--- src/rtl/adder_pkg.sv ---
// Shared definitions for the adder family: controller state encoding and default width.
package adder_pkg;

  localparam int unsigned ADD_WIDTH_DEFAULT = 8;

  typedef enum logic [1:0] {
    IDLE = 2'b00,
    RUN  = 2'b01,
    DONE = 2'b10
  } state_t;

endpackage

--- src/rtl/fa_cell.sv ---
// Combinational 1-bit full adder, the cell time-shared by the serial adder.
module fa_cell (
  input  logic x,
  input  logic y,
  input  logic ci,
  output logic s,
  output logic co
);

  assign s  = x ^ y ^ ci;
  assign co = (x & y) | (x & ci) | (y & ci);

endmodule

--- src/rtl/serial_add_ctrl.sv ---
// Bit-serial adder: one full-adder cell walks LSB-first over WIDTH cycles,
// with a start/ready/done handshake toward the host sequencer.
module serial_add_ctrl
  import adder_pkg::*;
#(
  parameter int unsigned WIDTH = ADD_WIDTH_DEFAULT
) (
  input  logic             clk,
  input  logic             rst_n,
  input  logic             start,
  input  logic [WIDTH-1:0] a,
  input  logic [WIDTH-1:0] b,
  input  logic             cin,
  output logic             ready,
  output logic             busy,
  output logic             done,
  output logic [WIDTH-1:0] sum,
  output logic             cout,
  output logic             ovf
);

  localparam int unsigned CW = $clog2(WIDTH);

  state_t           state;
  state_t           state_next;
  logic [CW-1:0]    cnt;
  logic [WIDTH-1:0] a_reg;
  logic [WIDTH-1:0] b_reg;
  logic             carry;
  logic             cell_s;
  logic             cell_co;
  logic             last;

  assign last = (cnt == CW'(WIDTH - 1));

  fa_cell u_fa (
    .x  (a_reg[0]),
    .y  (b_reg[0]),
    .ci (carry),
    .s  (cell_s),
    .co (cell_co)
  );

  always_ff @(posedge clk) begin
    if (!rst_n) state <= IDLE;
    else        state <= state_next;
  end

  always_comb begin
    state_next = state;
    unique case (state)
      IDLE:    if (start) state_next = RUN;
      RUN:     if (last)  state_next = DONE;
      DONE:    state_next = IDLE;
      default: state_next = IDLE;
    endcase
  end

  // sum/cout/ovf are only touched in RUN, so they hold through DONE and IDLE.
  always_ff @(posedge clk) begin
    if (!rst_n) begin
      cnt   <= '0;
      a_reg <= '0;
      b_reg <= '0;
      carry <= 1'b0;
      sum   <= '0;
      cout  <= 1'b0;
      ovf   <= 1'b0;
    end else begin
      unique case (state)
        IDLE: begin
          if (start) begin
            a_reg <= a;
            b_reg <= b;
            carry <= cin;
            cnt   <= '0;
          end
        end
        RUN: begin
          a_reg <= {1'b0, a_reg[WIDTH-1:1]};
          b_reg <= {1'b0, b_reg[WIDTH-1:1]};
          sum   <= {cell_s, sum[WIDTH-1:1]};
          carry <= cell_co;
          cnt   <= cnt + CW'(1);
          if (last) begin
            cout <= cell_co;
            ovf  <= carry ^ cell_co;
          end
        end
        default: ;
      endcase
    end
  end

  assign ready = (state == IDLE);
  assign busy  = (state == RUN);
  assign done  = (state == DONE);

endmodule

--- config.mk ---
export PLATFORM = sky130hd
export DESIGN_NAME = serial_add_ctrl
export DESIGN_NICKNAME = d
export VERILOG_FILES = /design/src/rtl/adder_pkg.sv /design/src/rtl/fa_cell.sv /design/src/rtl/serial_add_ctrl.sv
export SDC_FILE = /design/constraint.sdc
export NUM_CORES = 1
export LEC_CHECK = 0
export ABC_AREA = 1
export ABC_CLOCK_PERIOD_IN_PS = 1110
export BUFFER_PORTS_ARGS = -buffer_cell sky130_fd_sc_hd__buf_2
export CORE_ASPECT_RATIO = 0.9
export CORE_MARGIN = 2
export CORE_UTILIZATION = 40
export CTS_CLUSTER_DIAMETER = 200
export DETAILED_ROUTE_END_ITERATION = 8
export PLACE_DENSITY_LB_ADDON = 0.12
export SYNTH_ARGS = -nofsm -noshare
export SYNTH_HDL_FRONTEND = slang
export SYNTH_SLANG_ARGS = --single-unit
--- constraint.sdc ---
create_clock -name clk -period 1.11 [get_ports clk]
set_input_delay 0.111 -clock clk [delete_from_list [all_inputs] [get_ports clk]]
set_output_delay 0.111 -clock clk [all_outputs]
set_load 0.1 [all_outputs]
==> metrics.log, run 1 <==
INFO  metric chip_height = 60.7 um
INFO  metric vias_per_cell = 4.71
INFO  metric netlist_area = 0.00143 sq mm
INFO  metric grt_start_max_net_pins = 19
INFO  metric cp.required = 1.00 ns
INFO  metric ys_seq_area_share = 44.9%
INFO  metric synthMostInstantiatedCell = sky130_fd_sc_hd__nor2_1
INFO  metric slowest_delay = 0.36 ns
INFO  metric cts.root.buffer_cell = sky130_fd_sc_hd__clkbuf_8
INFO  metric min_period = 1.24 ns
INFO  metric drv_cap = 0
INFO  metric slowest_library_cell_on_the_worst_path = sky130_fd_sc_hd__dfxtp_4
INFO  metric global_route_wire_length_before_repair = roughly 5800 um
INFO  metric avgRoutedWirePerCell = ~13 um
INFO  metric powerDensity = ~1300 mW/mm^2
INFO  metric cpLargestDelayFamily = flip-flops
INFO  metric final_layout_size_suffix_gt1_share = 34.9%
INFO  metric final.fill_count = 297
INFO  metric buffer_ports.inserted = 32
INFO  metric total_grt_overflow = 0
INFO  metric regArea = about 660 sq um
INFO  metric drt_iter0_markers = 67
INFO  metric cp_cell_sequence = buf_6 -> nor2_4 -> buf_12
INFO  metric effective_utilization_at_floorplan = 41.9%
INFO  metric fin_nets = 280
INFO  metric setup_total_negative_slack = -1.19 ns
INFO  metric critical_path.startpoint_type = flop
INFO  metric detailed_place_hpwl = 2390 um
INFO  metric slew-limit-headroom = 67.9%
INFO  metric drt_pre_antenna_iters = 4
INFO  metric grt_setup_unrepaired = yes
INFO  metric cts.reportedPaths.clkPinSlew = approximately 0.060 ns
INFO  metric floorplan.io_pins = 33
INFO  metric grt_antenna_before_repair = 0
INFO  metric run_status = finished, violations left
INFO  metric final_setup_skew = 0.00551 ns
INFO  metric yosysUniqueCellTypes = 18
INFO  metric yosys_warnings = 0
INFO  metric worstHoldPathType = in -> reg
INFO  metric synthesis.nets = 228
INFO  metric placed_instances = 285
INFO  metric setup_viol = 21
INFO  metric tightestPinTransition = 0.481 ns
INFO  metric post-layout-total-power = 2940 uW
INFO  metric worst_ep_arrival_time = about 1.1 ns
INFO  metric final_min_period_over_clock_period = 111%
INFO  metric multi_input_comb_area = between 700 and 800 sq um
INFO  metric gp_weighted_congestion = ~0.74
INFO  metric rows = 20
INFO  metric cts_tree = built
INFO  metric cp-end-kind = output port
INFO  metric max_freq = ~0.8 GHz
INFO  metric placed_cell_area = 0.00195 sq mm
INFO  metric drt-total-wl = between 3000 and 4000 um
INFO  metric clkSinkCount = 32
INFO  metric finalInstanceArea = 0.00225 sq mm
INFO  metric floorplan.die_area = between 0.004 and 0.005 sq mm
INFO  metric post-synth-top-area-fraction = between 40% and 50%
INFO  metric ys_flop_type = sky130_fd_sc_hd__dfxtp_1
INFO  metric yosys.area.top_type = sky130_fd_sc_hd__dfxtp_1
INFO  metric drc = 0
INFO  metric power.leakage = 0.00104 uW
INFO  metric path_buf_inv = 2
INFO  metric violations = negative setup slack
INFO  metric cts-buffers-inserted = 5
INFO  metric number_of_hold_slack_violations_in_the_final_timing_report = 0
INFO  metric global_route.usage.total = 19.7%
INFO  metric final_critical_path_setup_slack = -0.127 ns
INFO  metric syn_area_per_cell = 6.96 sq um
INFO  metric ant_nets = 0
INFO  metric dr_total_vias = 1,421
INFO  metric area_growth = 57.5%
INFO  metric worstSkewPairLatency = 0.29 ns
INFO  metric floorplan.die.width = 66.9 um
INFO  metric synth_top_cells_by_area = sky130_fd_sc_hd__dfxtp_1, sky130_fd_sc_hd__nor2_1, sky130_fd_sc_hd__nand3_1, sky130_fd_sc_hd__nand2_1, sky130_fd_sc_hd__inv_1
INFO  metric post_synth_edffs = 0
INFO  metric postSynthRegisterBits = 32
INFO  metric post_syn_instances = 205
INFO  metric antenna_cells = 0
INFO  metric fin_cells = 302
INFO  metric crit_path_max_fanout = 4
INFO  metric vdd.ir_drop.worst = 0.879 mV
INFO  metric synth.cells.most_frequent = sky130_fd_sc_hd__nor2_1, sky130_fd_sc_hd__nand2_1, sky130_fd_sc_hd__nand3_1
INFO  metric htreeDepth = 2
INFO  metric first_global_vias = 1,236
INFO  metric ys_async_sr_fraction = 0%
INFO  metric core_ar = 0.00340 sq mm
INFO  metric criticalPathCategory = reg -> out
INFO  metric slew_violations = 0
INFO  metric cts_buffer_depth = 2
==> metal layers <==
layer	track usage, %	wire, um
met5	0	0
met4	11.4	28
met3	4.45	139
met2	28.1	1780
met1	27.5	1970
==> final cells by class <==
cell class | instances | share of cell area (%)
flip-flops and latches | 32 | 29.2
multi-input cells | 142 | 32.2
repair buffers | 56 | 28.8
inverters | 20 | 3.34
clock buffers | 8 | 4.01
well taps | 44 | 2.45
==> final timing paths <==
path	startpoint	end	slack (ns)	cells past startpoint
setup reg to reg	state[0]	b_reg[2]	-0.08	8
setup / recovery	state[0]	ready	-0.13	3
hold reg to reg	a_reg[7]	a_reg[7]	0.49	2
hold / removal	a[7]	a_reg[7]	0.09	3
==> power breakdown <==
part           internal, uW  leakage [uW]  total, uW  switching, uW
logic                   318      0.000730        751            433
clock network           505     0.0000455        912            408
registers              1220      0.000267       1270           56.6
total                  2040       0.00104       2940            897
==> logic make-up (layout without fill, tap and decap cells) <==
| group | after synthesis | after routing | share of synthesized area [%] |
|---|---|---|---|
| XOR/XNOR | 1 | 1 | 0.614 |
| AND/OR/NAND/NOR | 120 | 120 | 35.4 |
| buffers and inverters | 31 | 84 | 9.65 |
| flip-flops | 32 | 32 | 44.9 |
| AO/OA/AOI/OAI | 18 | 18 | 6.32 |
| adder cells (fa/ha/maj) | 3 | 3 | 3.16 |
==> metrics by stage <==
stage	setup WS [ns]	hold slack [ns]	util [%]
final	-0.127	0.0854	66.0
after global routing	-0.150	0.0864	66.0
after CTS	-0.139	0.0737	61.8
after detailed placement	-0.0788	0.378	57.2
after global placement	-0.0522	0.380	57.2
after floorplan	-0.193	0.254	-
==> repair_timing <==
action | CTS | global route
gates resized for setup | 16 | 24
setup endpoints to repair | 9 | 32
pin swaps | 6 | 7
hold buffers | 0 | 0
buffers inserted | 5 | 1
cloned | 0 | 4
==> cells in the final DEF (no fill, tap or decap), drive strengths merged <==
master / instances
buf: 53
clkbuf: 11
inv: 20
a21oi: 6
ha: 2
nand3: 33
o21ai: 12
fa: 1
nand2: 37
dfxtp: 32
nor2: 50
xor2: 1
==> worst register-to-register path, delay by kind of cell, from the launching register on <==
family | cells | cell delay, ns
flip-flops | 1 | 0.36
buffers and inverters | 3 | 0.36
AND/OR/NAND/NOR | 5 | 0.40
Power figures use the tool's default switching activity.
==> inputs of run 2 (changes only) <==
--- a/config.mk
+++ b/config.mk
@@ -17,3 +17,4 @@
 export SYNTH_ARGS = -nofsm -noshare
 export SYNTH_HDL_FRONTEND = slang
 export SYNTH_SLANG_ARGS = --single-unit
+export TNS_END_PERCENT = 10
==> run 2 against run 1 <==
  * The flow still finishes with violations (negative setup slack)
  * Routed wire length is 12% lower
  * Via count is 2.9% lower
  * Sequential power hardly changed
  * Register-to-register slack better by 0.05 ns
  * Clock power is 0.9% lower
  * Utilization is 4.3 points lower
  * Global-route usage is 0.60 points lower
  * Critical path depth is 1 higher
  * Design area is 6.6% lower
  * Die area stayed put
  * Total power is 2.9% lower
  * Setup slack better by 0.013 ns
  * Largest cell class unchanged
==> metrics.log, run 2 (synthesized netlist as in run 1, its figures left out) <==
INFO  metric slowest_library_cell_on_the_worst_path = sky130_fd_sc_hd__dfxtp_4
INFO  metric run_status = finished, violations left
INFO  metric final.fill_count = between 300 and 400
INFO  metric worstHoldPathCells = 3
INFO  metric final_critical_path_setup_slack = -0.114 ns
INFO  metric reg2reg_from = state[1]
INFO  metric cts_buffer_depth = 2
INFO  metric avgRoutedWirePerCell = 11.5 um
INFO  metric drc = 0
INFO  metric tightestPinTransition = 0.204 ns
INFO  metric critical_path.startpoint_type = flop
INFO  metric vias_per_cell = 4.62
INFO  metric global_route.usage.total = around a fifth
INFO  metric worstSkewPairLatency = 0.28 ns
INFO  metric cp-startpoint = state[0]
INFO  metric floorplan.io_pins = 33
INFO  metric grt_antenna_before_repair = 0
INFO  metric total_grt_overflow = 0
INFO  metric finalInstanceArea = 0.00210 sq mm
INFO  metric grt_setup_unrepaired = yes
INFO  metric gp_weighted_congestion = 0.738
INFO  metric fin_nets = 277
INFO  metric violations = negative setup slack
INFO  metric dp_worst_setup_slack = -0.104 ns
INFO  metric slew_violations = 0
INFO  metric placed_cell_area = 0.00193 sq mm
INFO  metric crit_path_max_fanout = 5
INFO  metric setup_viol = 11
INFO  metric drt_pre_antenna_iters = 4
INFO  metric cp_cell_sequence = inv_4 -> nor2_4 -> buf_6 -> buf_12
INFO  metric drt_iter0_markers = 57
INFO  metric slowest_delay = a little under 0.4 ns
INFO  metric path_depth = 4
INFO  metric layout_commonest_cell = sky130_fd_sc_hd__nor2_1
INFO  metric ant_nets = 0
INFO  metric cts.reportedPaths.clkPinSlew = ~0.060 ns
INFO  metric post-layout-total-power = 2850 uW
INFO  metric powerDensity = around 1400 mW/mm^2
INFO  metric min_period = 1.22 ns
INFO  metric floorplan.die.width = between 60 and 70 um
INFO  metric fin_worst_hold_slack = 0.0820 ns
INFO  metric number_of_hold_slack_violations_in_the_final_timing_report = 0
INFO  metric final_layout_size_suffix_gt1_share = between 20 and 30%
INFO  metric criticalPathCategory = reg -> out
INFO  metric final_setup_skew = approximately 0.0028 ns
INFO  metric power.leakage = 0.00100 uW
INFO  metric slew-limit-headroom = 86.4%
INFO  metric min-delay-start = b[7]
INFO  metric cp-end-kind = output port
INFO  metric core_ar = 0.00340 sq mm
INFO  metric cp.required = 1.00 ns
INFO  metric rows = 20
INFO  metric cpLargestDelayFamily = flip-flops
INFO  metric drv_cap = 0
INFO  metric effective_utilization_at_floorplan = 41.9%
INFO  metric area_growth = 47.2%
INFO  metric htreeDepth = 2
INFO  metric detailed_place_hpwl = approximately 2400 um
INFO  metric grt_start_max_net_pins = 14
INFO  metric worst_r2r_path_depth = 8
INFO  metric vdd.ir_drop.worst = slightly above 0.7 mV
INFO  metric final_min_period_over_clock_period = 110%
INFO  metric chip_height = 60.7 um
INFO  metric dr_total_vias = 1,380
INFO  metric cts_tree = built
INFO  metric floorplan.die_area = 0.00406 sq mm
INFO  metric clkSinkCount = 32
INFO  metric antenna_cells = 0
INFO  metric layout.cells.most_common_list = sky130_fd_sc_hd__nor2_1, sky130_fd_sc_hd__nand2_1, sky130_fd_sc_hd__nand3_1
INFO  metric worst_ep_arrival_time = 1.11 ns
INFO  metric worstHoldPathType = in -> reg
INFO  metric first_global_vias = 1,222
INFO  metric drt-total-wl = 3440 um
INFO  metric path_buf_inv = 3
INFO  metric buffer_ports.inserted = 32
INFO  metric postCtsHoldBufs = 0
INFO  metric cts-buffers-inserted = 5
INFO  metric global_route_wire_length_before_repair = 5790 um
INFO  metric setup_total_negative_slack = -0.412 ns
INFO  metric cts.root.buffer_cell = sky130_fd_sc_hd__clkbuf_8
INFO  metric max_freq = 0.817 GHz
## run 2: per-layer routing
metal	routed length [um]	up-vias	part of all wire (%)	GRT usage, %
met3	117	2	3.4	6.12
met2	1590	22	46	31.1
met4	8	0	0.23	2.62
met5	0	-	0	0
li1	-	739	-	-
met1	1720	617	50	25.8
## run 2: worst register-to-register path, delay by kind of cell, from the launching register on
kind | cells | cell delay, ns
flip-flops | 1 | 0.35
buffers and inverters | 3 | 0.37
AND/OR/NAND/NOR | 5 | 0.31
## run 2: layout make-up
type | count | area (sq um) | share of cell area (%)
well taps | 44 | 55.1 | 2.62
repair buffers | 53 | 562 | 26.8
clock buffers | 8 | 90.1 | 4.29
inverters | 20 | 77.6 | 3.69
flip-flops and latches | 32 | 649 | 30.9
multi-input cells | 142 | 666 | 31.7
## run 2: where the power goes
part | total, uW | switching, uW | internal [uW]
logic | 678 | 402 | 276
registers | 1270 | 55.3 | 1220
clock network | 904 | 399 | 505
## run 2: stage by stage
step           std cells  util [%]
2_1_floorplan        205         -
3_3_place_gp         287      56.8
3_5_place_dp         287      56.8
4_1_cts              298      61.3
5_1_grt              299      61.7
6_report             299      61.7
## run 2: final timing paths
| kind | slack [ns] | to |
|---|---|---|
| worst max-delay path | -0.11 | busy |
| worst min-delay path | 0.08 | b_reg[7] |
| worst max register to register | -0.03 | b_reg[2] |
| worst min register to register | 0.43 | cnt[0] |
## run 2: timing repair
action,4_1_cts,5_1_grt
gates resized for setup,15,4
setup buffers,3,1
setup endpoints to repair,22,34
pin swaps,3,0
